$ cat config.mk
export PLATFORM = sky130hd
export DESIGN_NAME = lsu_mem_port_flat
export DESIGN_NICKNAME = d
export VERILOG_FILES = /design/src/rtl/lsu_mem_port_if.sv /design/src/rtl/lsu_mem_port.sv /design/src/flat_wrapper.sv
export SDC_FILE = /design/constraint.sdc
export NUM_CORES = 1
export LEC_CHECK = 0
export BUFFER_PORTS_ARGS = -buffer_cell sky130_fd_sc_hd__clkbuf_2
export CELL_PAD_IN_SITES_DETAIL_PLACEMENT = 1
export CELL_PAD_IN_SITES_GLOBAL_PLACEMENT = 1
export CORE_ASPECT_RATIO = 1.1
export CORE_MARGIN = 8
export CORE_UTILIZATION = 44
export CTS_CLUSTER_SIZE = 12
export DETAILED_ROUTE_END_ITERATION = 12
export HOLD_SLACK_MARGIN = 0.1
export PLACE_DENSITY = 0.95
export SKIP_LAST_GASP = 1
export SLEW_MARGIN = 5
export SYNTH_ARGS = -nofsm -noshare
export SYNTH_HDL_FRONTEND = slang
export SYNTH_SLANG_ARGS = --single-unit
$ cat constraint.sdc
create_clock -name clk -period 5.8 [get_ports clk]
set_input_delay 1.16 -clock clk [delete_from_list [all_inputs] [get_ports clk]]
set_output_delay 1.16 -clock clk [all_outputs]
set_load 0.01 [all_outputs]
$ cat src/rtl/lsu_mem_port_if.sv
// Purpose : bundles for the LSU. lsu_req_if carries core request/response traffic
//           (master = core, slave = LSU). lsu_mem_if carries RAM port B traffic
//           (master = LSU, slave = RAM).
// Ports   : req_* / rsp_* on lsu_req_if; mem_* on lsu_mem_if. The _i/_o suffixes
//           are named from the LSU's point of view.
interface lsu_req_if #(parameter int ADDR_WIDTH = 32);
   logic                  req_valid_i;
   logic                  req_ready_o;
   logic                  req_we_i;
   logic [1:0]            req_size_i;
   logic                  req_signed_i;
   logic [ADDR_WIDTH-1:0] req_addr_i;
   logic [31:0]           req_wdata_i;
   logic                  rsp_valid_o;
   logic [31:0]           rsp_rdata_o;
   logic                  rsp_err_o;

   modport master (output req_valid_i, req_we_i, req_size_i, req_signed_i, req_addr_i,
                          req_wdata_i,
                   input  req_ready_o, rsp_valid_o, rsp_rdata_o, rsp_err_o);
   modport slave  (input  req_valid_i, req_we_i, req_size_i, req_signed_i, req_addr_i,
                          req_wdata_i,
                   output req_ready_o, rsp_valid_o, rsp_rdata_o, rsp_err_o);
endinterface

interface lsu_mem_if #(parameter int ADDR_WIDTH = 32);
   logic                  mem_valid_o;
   logic                  mem_ready_i;
   logic [ADDR_WIDTH-1:0] mem_addr_o;
   logic [31:0]           mem_wdata_o;
   logic [3:0]            mem_we_o;
   logic [31:0]           mem_rdata_i;

   modport master (output mem_valid_o, mem_addr_o, mem_wdata_o, mem_we_o,
                   input  mem_ready_i, mem_rdata_i);
   modport slave  (input  mem_valid_o, mem_addr_o, mem_wdata_o, mem_we_o,
                   output mem_ready_i, mem_rdata_i);
endinterface

$ cat src/rtl/lsu_mem_port.sv
// Purpose : load/store unit turning byte/half/word core requests into word-aligned
//           RAM transactions; word-crossing accesses are split into two.
// Latency : 1-cycle RAM: rsp 3 cycles after accept (aligned), 5 (split), 1 (error).
// Backpr. : req_ready_o only in IDLE; waits indefinitely on mem_ready_i.
// Ports   : clk, rst_n (async, active-low); req = core side (slave modport of
//           lsu_req_if); mem = RAM port B (master modport of lsu_mem_if).
module lsu_mem_port #(
   parameter int ADDR_WIDTH       = 32,
   parameter int ALLOW_MISALIGNED = 1
) (
   input  logic      clk,
   input  logic      rst_n,
   lsu_req_if.slave  req,
   lsu_mem_if.master mem
);

   typedef enum logic [2:0] {
      S_IDLE  = 3'd0,
      S_ISS0  = 3'd1,
      S_WAIT0 = 3'd2,
      S_ISS1  = 3'd3,
      S_WAIT1 = 3'd4,
      S_RESP  = 3'd5
   } state_t;

   state_t r_state, w_next;

   // ---------------- request-side alignment arithmetic ----------------
   logic                  w_accept;
   logic [1:0]            w_off;
   logic [3:0]            w_m4;
   logic [7:0]            w_mask8;
   logic [63:0]           w_data64;
   logic                  w_split;
   logic                  w_err;
   logic [ADDR_WIDTH-1:0] w_addr0;

   assign w_accept = req.req_valid_i & (r_state == S_IDLE);
   assign w_off    = req.req_addr_i[1:0];

   always_comb begin
      w_m4 = 4'b1111;
      case (req.req_size_i)
         2'b00:   w_m4 = 4'b0001;
         2'b01:   w_m4 = 4'b0011;
         default: w_m4 = 4'b1111;
      endcase
   end

   assign w_mask8  = {4'b0000, w_m4} << w_off;
   assign w_data64 = {32'h0, req.req_wdata_i} << {w_off, 3'b000};
   assign w_split  = |w_mask8[7:4];
   assign w_err    = (req.req_size_i == 2'b11) | (w_split & (ALLOW_MISALIGNED == 0));
   assign w_addr0  = {req.req_addr_i[ADDR_WIDTH-1:2], 2'b00};

   // ---------------- registered request and bus state ----------------
   logic                  r_we, r_signed, r_split, r_err;
   logic [1:0]            r_size, r_off;
   logic [3:0]            r_we_hi;
   logic [31:0]           r_data_hi;
   logic [ADDR_WIDTH-1:0] r_addr1;
   logic [31:0]           r_lo, r_hi;
   logic [ADDR_WIDTH-1:0] r_mem_addr;
   logic [31:0]           r_mem_wdata;
   logic [3:0]            r_mem_we;

   // FSM: state register
   always_ff @(posedge clk or negedge rst_n) begin
      if (!rst_n) r_state <= S_IDLE;
      else        r_state <= w_next;
   end

   // FSM: next-state logic
   always_comb begin
      w_next = r_state;
      case (r_state)
         S_IDLE:  if (w_accept) w_next = w_err ? S_RESP : S_ISS0;
         S_ISS0:  w_next = S_WAIT0;
         S_WAIT0: if (mem.mem_ready_i) w_next = r_split ? S_ISS1 : S_RESP;
         S_ISS1:  w_next = S_WAIT1;
         S_WAIT1: if (mem.mem_ready_i) w_next = S_RESP;
         S_RESP:  w_next = S_IDLE;
         default: w_next = S_IDLE;
      endcase
   end

   // Datapath. Part 0 bus fields are loaded at acceptance so they are valid in ISS0;
   // part 1 fields are loaded when WAIT0 completes so they are valid in ISS1.
   always_ff @(posedge clk or negedge rst_n) begin
      if (!rst_n) begin
         r_we        <= 1'b0;
         r_signed    <= 1'b0;
         r_split     <= 1'b0;
         r_err       <= 1'b0;
         r_size      <= 2'b00;
         r_off       <= 2'b00;
         r_we_hi     <= 4'b0000;
         r_data_hi   <= 32'h0;
         r_addr1     <= '0;
         r_lo        <= 32'h0;
         r_hi        <= 32'h0;
         r_mem_addr  <= '0;
         r_mem_wdata <= 32'h0;
         r_mem_we    <= 4'b0000;
      end else begin
         if (w_accept) begin
            r_we      <= req.req_we_i;
            r_signed  <= req.req_signed_i;
            r_split   <= w_split;
            r_err     <= w_err;
            r_size    <= req.req_size_i;
            r_off     <= w_off;
            r_we_hi   <= req.req_we_i ? w_mask8[7:4] : 4'b0000;
            r_data_hi <= w_data64[63:32];
            r_addr1   <= w_addr0 + ADDR_WIDTH'(4);   // wraps modulo 2^ADDR_WIDTH
            r_lo      <= 32'h0;
            r_hi      <= 32'h0;                      // stays 0 for non-split loads
            if (!w_err) begin
               r_mem_addr  <= w_addr0;
               r_mem_we    <= req.req_we_i ? w_mask8[3:0] : 4'b0000;
               r_mem_wdata <= w_data64[31:0];
            end
         end
         if ((r_state == S_WAIT0) && mem.mem_ready_i) begin
            r_lo <= mem.mem_rdata_i;
            if (r_split) begin
               r_mem_addr  <= r_addr1;
               r_mem_we    <= r_we_hi;
               r_mem_wdata <= r_data_hi;
            end
         end
         if ((r_state == S_WAIT1) && mem.mem_ready_i) begin
            r_hi <= mem.mem_rdata_i;
         end
      end
   end

   // Load alignment and extension from the captured word pair.
   logic [31:0] w_r;
   logic [31:0] w_ext;

   assign w_r = 32'({r_hi, r_lo} >> {r_off, 3'b000});

   always_comb begin
      w_ext = w_r;
      case (r_size)
         2'b00:   w_ext = {{24{r_signed & w_r[7]}}, w_r[7:0]};
         2'b01:   w_ext = {{16{r_signed & w_r[15]}}, w_r[15:0]};
         default: w_ext = w_r;
      endcase
   end

   // FSM: outputs
   logic        w_req_rdy, w_rsp_vld, w_rsp_err, w_mem_vld;
   logic [31:0] w_rsp_dat;

   always_comb begin
      w_req_rdy = 1'b0;
      w_rsp_vld = 1'b0;
      w_rsp_err = 1'b0;
      w_rsp_dat = 32'h0;
      w_mem_vld = 1'b0;
      case (r_state)
         S_IDLE:  w_req_rdy = 1'b1;
         S_ISS0,
         S_ISS1:  w_mem_vld = 1'b1;
         S_RESP: begin
            w_rsp_vld = 1'b1;
            w_rsp_err = r_err;
            w_rsp_dat = (r_err | r_we) ? 32'h0 : w_ext;
         end
         default: ;
      endcase
   end

   assign req.req_ready_o = w_req_rdy;
   assign req.rsp_valid_o = w_rsp_vld;
   assign req.rsp_err_o   = w_rsp_err;
   assign req.rsp_rdata_o = w_rsp_dat;
   assign mem.mem_valid_o = w_mem_vld;
   assign mem.mem_addr_o  = r_mem_addr;
   assign mem.mem_wdata_o = r_mem_wdata;
   assign mem.mem_we_o    = r_mem_we;

endmodule

$ cat src/flat_wrapper.sv
// flat-port wrapper written by rule: the top's interface ports become plain ports
module lsu_mem_port_flat 
#(
   parameter int ADDR_WIDTH       = 32,
   parameter int ALLOW_MISALIGNED = 1
)
  (clk, rst_n, req_req_valid_i, req_req_we_i, req_req_size_i, req_req_signed_i, req_req_addr_i, req_req_wdata_i, req_req_ready_o, req_rsp_valid_o, req_rsp_rdata_o, req_rsp_err_o, mem_mem_valid_o, mem_mem_addr_o, mem_mem_wdata_o, mem_mem_we_o, mem_mem_ready_i, mem_mem_rdata_i);
  lsu_req_if #(.ADDR_WIDTH(ADDR_WIDTH)) req_i ();
  lsu_mem_if #(.ADDR_WIDTH(ADDR_WIDTH)) mem_i ();
  input  logic clk;
  input  logic rst_n;
  input wire logic [$bits(req_i.req_valid_i)-1:0] req_req_valid_i;
  input wire logic [$bits(req_i.req_we_i)-1:0] req_req_we_i;
  input wire logic [$bits(req_i.req_size_i)-1:0] req_req_size_i;
  input wire logic [$bits(req_i.req_signed_i)-1:0] req_req_signed_i;
  input wire logic [$bits(req_i.req_addr_i)-1:0] req_req_addr_i;
  input wire logic [$bits(req_i.req_wdata_i)-1:0] req_req_wdata_i;
  output wire logic [$bits(req_i.req_ready_o)-1:0] req_req_ready_o;
  output wire logic [$bits(req_i.rsp_valid_o)-1:0] req_rsp_valid_o;
  output wire logic [$bits(req_i.rsp_rdata_o)-1:0] req_rsp_rdata_o;
  output wire logic [$bits(req_i.rsp_err_o)-1:0] req_rsp_err_o;
  output wire logic [$bits(mem_i.mem_valid_o)-1:0] mem_mem_valid_o;
  output wire logic [$bits(mem_i.mem_addr_o)-1:0] mem_mem_addr_o;
  output wire logic [$bits(mem_i.mem_wdata_o)-1:0] mem_mem_wdata_o;
  output wire logic [$bits(mem_i.mem_we_o)-1:0] mem_mem_we_o;
  input wire logic [$bits(mem_i.mem_ready_i)-1:0] mem_mem_ready_i;
  input wire logic [$bits(mem_i.mem_rdata_i)-1:0] mem_mem_rdata_i;
  assign req_i.req_valid_i = req_req_valid_i;
  assign req_i.req_we_i = req_req_we_i;
  assign req_i.req_size_i = req_req_size_i;
  assign req_i.req_signed_i = req_req_signed_i;
  assign req_i.req_addr_i = req_req_addr_i;
  assign req_i.req_wdata_i = req_req_wdata_i;
  assign req_req_ready_o = req_i.req_ready_o;
  assign req_rsp_valid_o = req_i.rsp_valid_o;
  assign req_rsp_rdata_o = req_i.rsp_rdata_o;
  assign req_rsp_err_o = req_i.rsp_err_o;
  assign mem_mem_valid_o = mem_i.mem_valid_o;
  assign mem_mem_addr_o = mem_i.mem_addr_o;
  assign mem_mem_wdata_o = mem_i.mem_wdata_o;
  assign mem_mem_we_o = mem_i.mem_we_o;
  assign mem_i.mem_ready_i = mem_mem_ready_i;
  assign mem_i.mem_rdata_i = mem_mem_rdata_i;
  lsu_mem_port #(.ADDR_WIDTH(ADDR_WIDTH), .ALLOW_MISALIGNED(ALLOW_MISALIGNED)) u_core (.clk(clk), .rst_n(rst_n), .req(req_i), .mem(mem_i));
endmodule
==> qor.csv <==
stage,metric,value,unit
timing,fmax,221,MHz
timing,rsz0062_at_grt,false,
timing,slew_viol_final,0,
routing,vias,9540,
clocking,ctsResizeCount,0,
routing,wl_per_cell,21.1,microns
routing,drt_iter0_drc,714,
yosys,syn_nets,1305,
grt,grt_util_all_layers,0.249,
die,dieArea,27900,sq um
die,fp.dieH,174,microns
yosys,synth_cell_type_count,52,
routing,drtAntennaViolNets,0,
final_layout,layout_common_cells,"nand2_1, clkbuf_2, dfrtp_1",
yosys,syn_avg_cell_area,8.36,sq um
timing,finalHoldViolations,0,
timing,skew,0.0147,ns
yosys,synth_edf_count,0,
grt,grt_max_degree,112,
clocking,clk_latency,0.44,ns
routing,routed_wirelength,35000,microns
grt,antenna_found_initial,1,
yosys,netlist_instances,1200,
routing,vias_per_cell,5.77,
die,io_pins,208,
timing,slew_headroom,0.227,
clocking,clkTransAtPathRegs,0.08,ns
run_status,status,"complete, no violations",
power,ir_worst_vdd,0.000269,V
clocking,cts_root_buffer,clkbuf_16,
min_path,hold_path.class,flop to flop,
routing,drt_drc_violations_left,0,
placement,dp_cells,1621,
placement,io_buffers,207,
final_layout,nFillCells,2792,
run,maxCapViolations,0,
clocking,htree_levels,4,
die,core_area,22600,sq um
timing,period_needed,4.52,ns
yosys,ys.flop_type,dfrtp_1,
clocking,postCtsSetupBuffers,0,
placement,hpwlAfterDp,23800,microns
timing,setup_viol,0,
placement,gp_congestion,0.810,
power,powerDensity,515,nW/um^2
yosys,ys_seq_area_frac,0.479,
yosys,yosysWarnings,0,
yosys,ys_ff_latch,192,
grt,overflow,0,
die,num_rows,58,
routing,drt_pre_antenna_iters,5,
final_layout,drive_above_1_share,0.220,
power,leakage,5.49,nW
final_layout,multiInputGateArea,4790,sq um
setup_path,reg2reg_slack,2.41,ns
die,initial_core_util,0.443,
grt,grt_pass1_wl,56300,microns
final_layout,fin_cells,1653,
final_layout,ff_latch_area,4810,sq um
clocking,numClockSinks,192,
setup_path,worstPathMaxFanout,41,
setup_path,critPathArrivalTime,3.36,ns
timing,worstMarginPinSlew,1.16,ns
clocking,numCtsBuffers,17,
yosys,netlist_area,10000,sq um
clocking,tritoncts,done,
clocking,cts_buffer_depth,2,
clocking,ctsHoldBuffers,0,
setup_path,crit_required,4.64,ns
yosys,ys_async_sr_fraction,1.00,
setup_path,end_kind,output port,
setup_path,critPathLaunchType,flop,
final_layout,area_delta_synth_final,17.7,%
grt,grt_pass1_vias,10300,
final_layout,nNetsFinal,1445,
timing,tns,0,ns
die,die_w,160,microns
setup_path,critPathKind,flop to output port,
final_layout,final_common_cell,nand2_1,
timing,fin_crit_sh,0.779,
[per-stage QoR]
step	power (mW)	util	area (sq um)	hold WS (ns)	worst slack, ns
after floorplan	3.82	-	10000	0.439	2.76
after global placement	4.54	0.492	11100	0.450	1.98
after detailed placement	4.72	0.492	11100	0.455	1.84
after CTS	6.11	0.522	11800	0.473	1.32
after global routing	6.46	0.522	11800	0.493	1.06
final	6.08	0.522	11800	0.475	1.28
[Yosys cell counts (22+ instances only)]
cell | count | area (sq um)
o211ai_1 | 30 | 225
mux2i_1 | 41 | 410
xnor2_1 | 22 | 193
mux2_2 | 24 | 270
o21ai_0 | 134 | 671
nand3_1 | 39 | 195
a21oi_1 | 44 | 220
dfrtp_1 | 192 | 4800
a31oi_1 | 40 | 250
nand2_1 | 356 | 1340
clkbuf_1 | 72 | 270
nor2_1 | 66 | 248
[final cells by class]
cell class | count | area share
inverter | 9 | 0.00286
multi-input combinational | 903 | 0.406
timing repair buffer | 217 | 0.0959
clock buffer | 20 | 0.0395
sequential | 192 | 0.407
clock inverter | 11 | 0.0169
tap | 300 | 0.0318
antenna | 1 | 0.000212
[registers in the layout, summed over array words and instances, names as in the netlist, 2 cells and up]
name                    count
u_core.r_data_hi           24
u_core.r_hi                24
u_core.mem.mem_we_o         4
u_core.r_off                2
u_core.r_we_hi              3
u_core.mem.mem_addr_o      32
u_core.r_addr1             30
u_core.r_lo                32
u_core.r_size               2
u_core.mem.mem_wdata_o     32
u_core.r_state              3
[power breakdown]
part           leakage [nW]  internal [mW]  switching, mW
clock                 0.319          0.802          0.542
sequential             2.45           1.98          0.602
combinational          2.72          0.838           1.31
[routing by layer]
layer,vias up,track usage,wire [microns]
met5,-,0,0
met4,0,0.0916,1110
met3,76,0.0554,1830
met2,308,0.432,17800
met1,4797,0.298,14300
li1,4359,-,-
[cells by family after synthesis]
| logic type | share of synthesized area |
|---|---|
| buffers and inverters | 0.0456 |
| AND/OR/NAND/NOR | 0.229 |
| multiplexers | 0.0693 |
| adder cells (fa/ha/maj) | 0.00125 |
| AO/OA/AOI/OAI | 0.152 |
| XOR/XNOR | 0.0236 |
| flip-flops | 0.479 |
[final timing paths]
kind | from | endpoint | depth (start not counted)
setup / recovery | u_core.r_off[1] | req_rsp_rdata_o[16] | 6
hold / removal | u_core.r_data_hi[16] | u_core.r_data_hi[16] | 2
min in group asynchronous | rst_n | u_core.r_hi[10] | 1
setup reg to reg | u_core.r_state[0] | u_core.mem.mem_addr_o[15] | 5
max in group asynchronous | rst_n | u_core.r_hi[5] | 2
hold reg to reg | u_core.r_data_hi[16] | u_core.r_data_hi[16] | 2
[worst max-delay path: stages (launching register included)]
cell	delay, ns
dfrtp_2	1.07
mux2_2	0.44
nor3b_1	0.15
o31ai_1	0.41
or3_1	0.46
o21ai_0	0.21
clkbuf_2	0.18
Note: power is estimated with default switching activity, not from simulation.
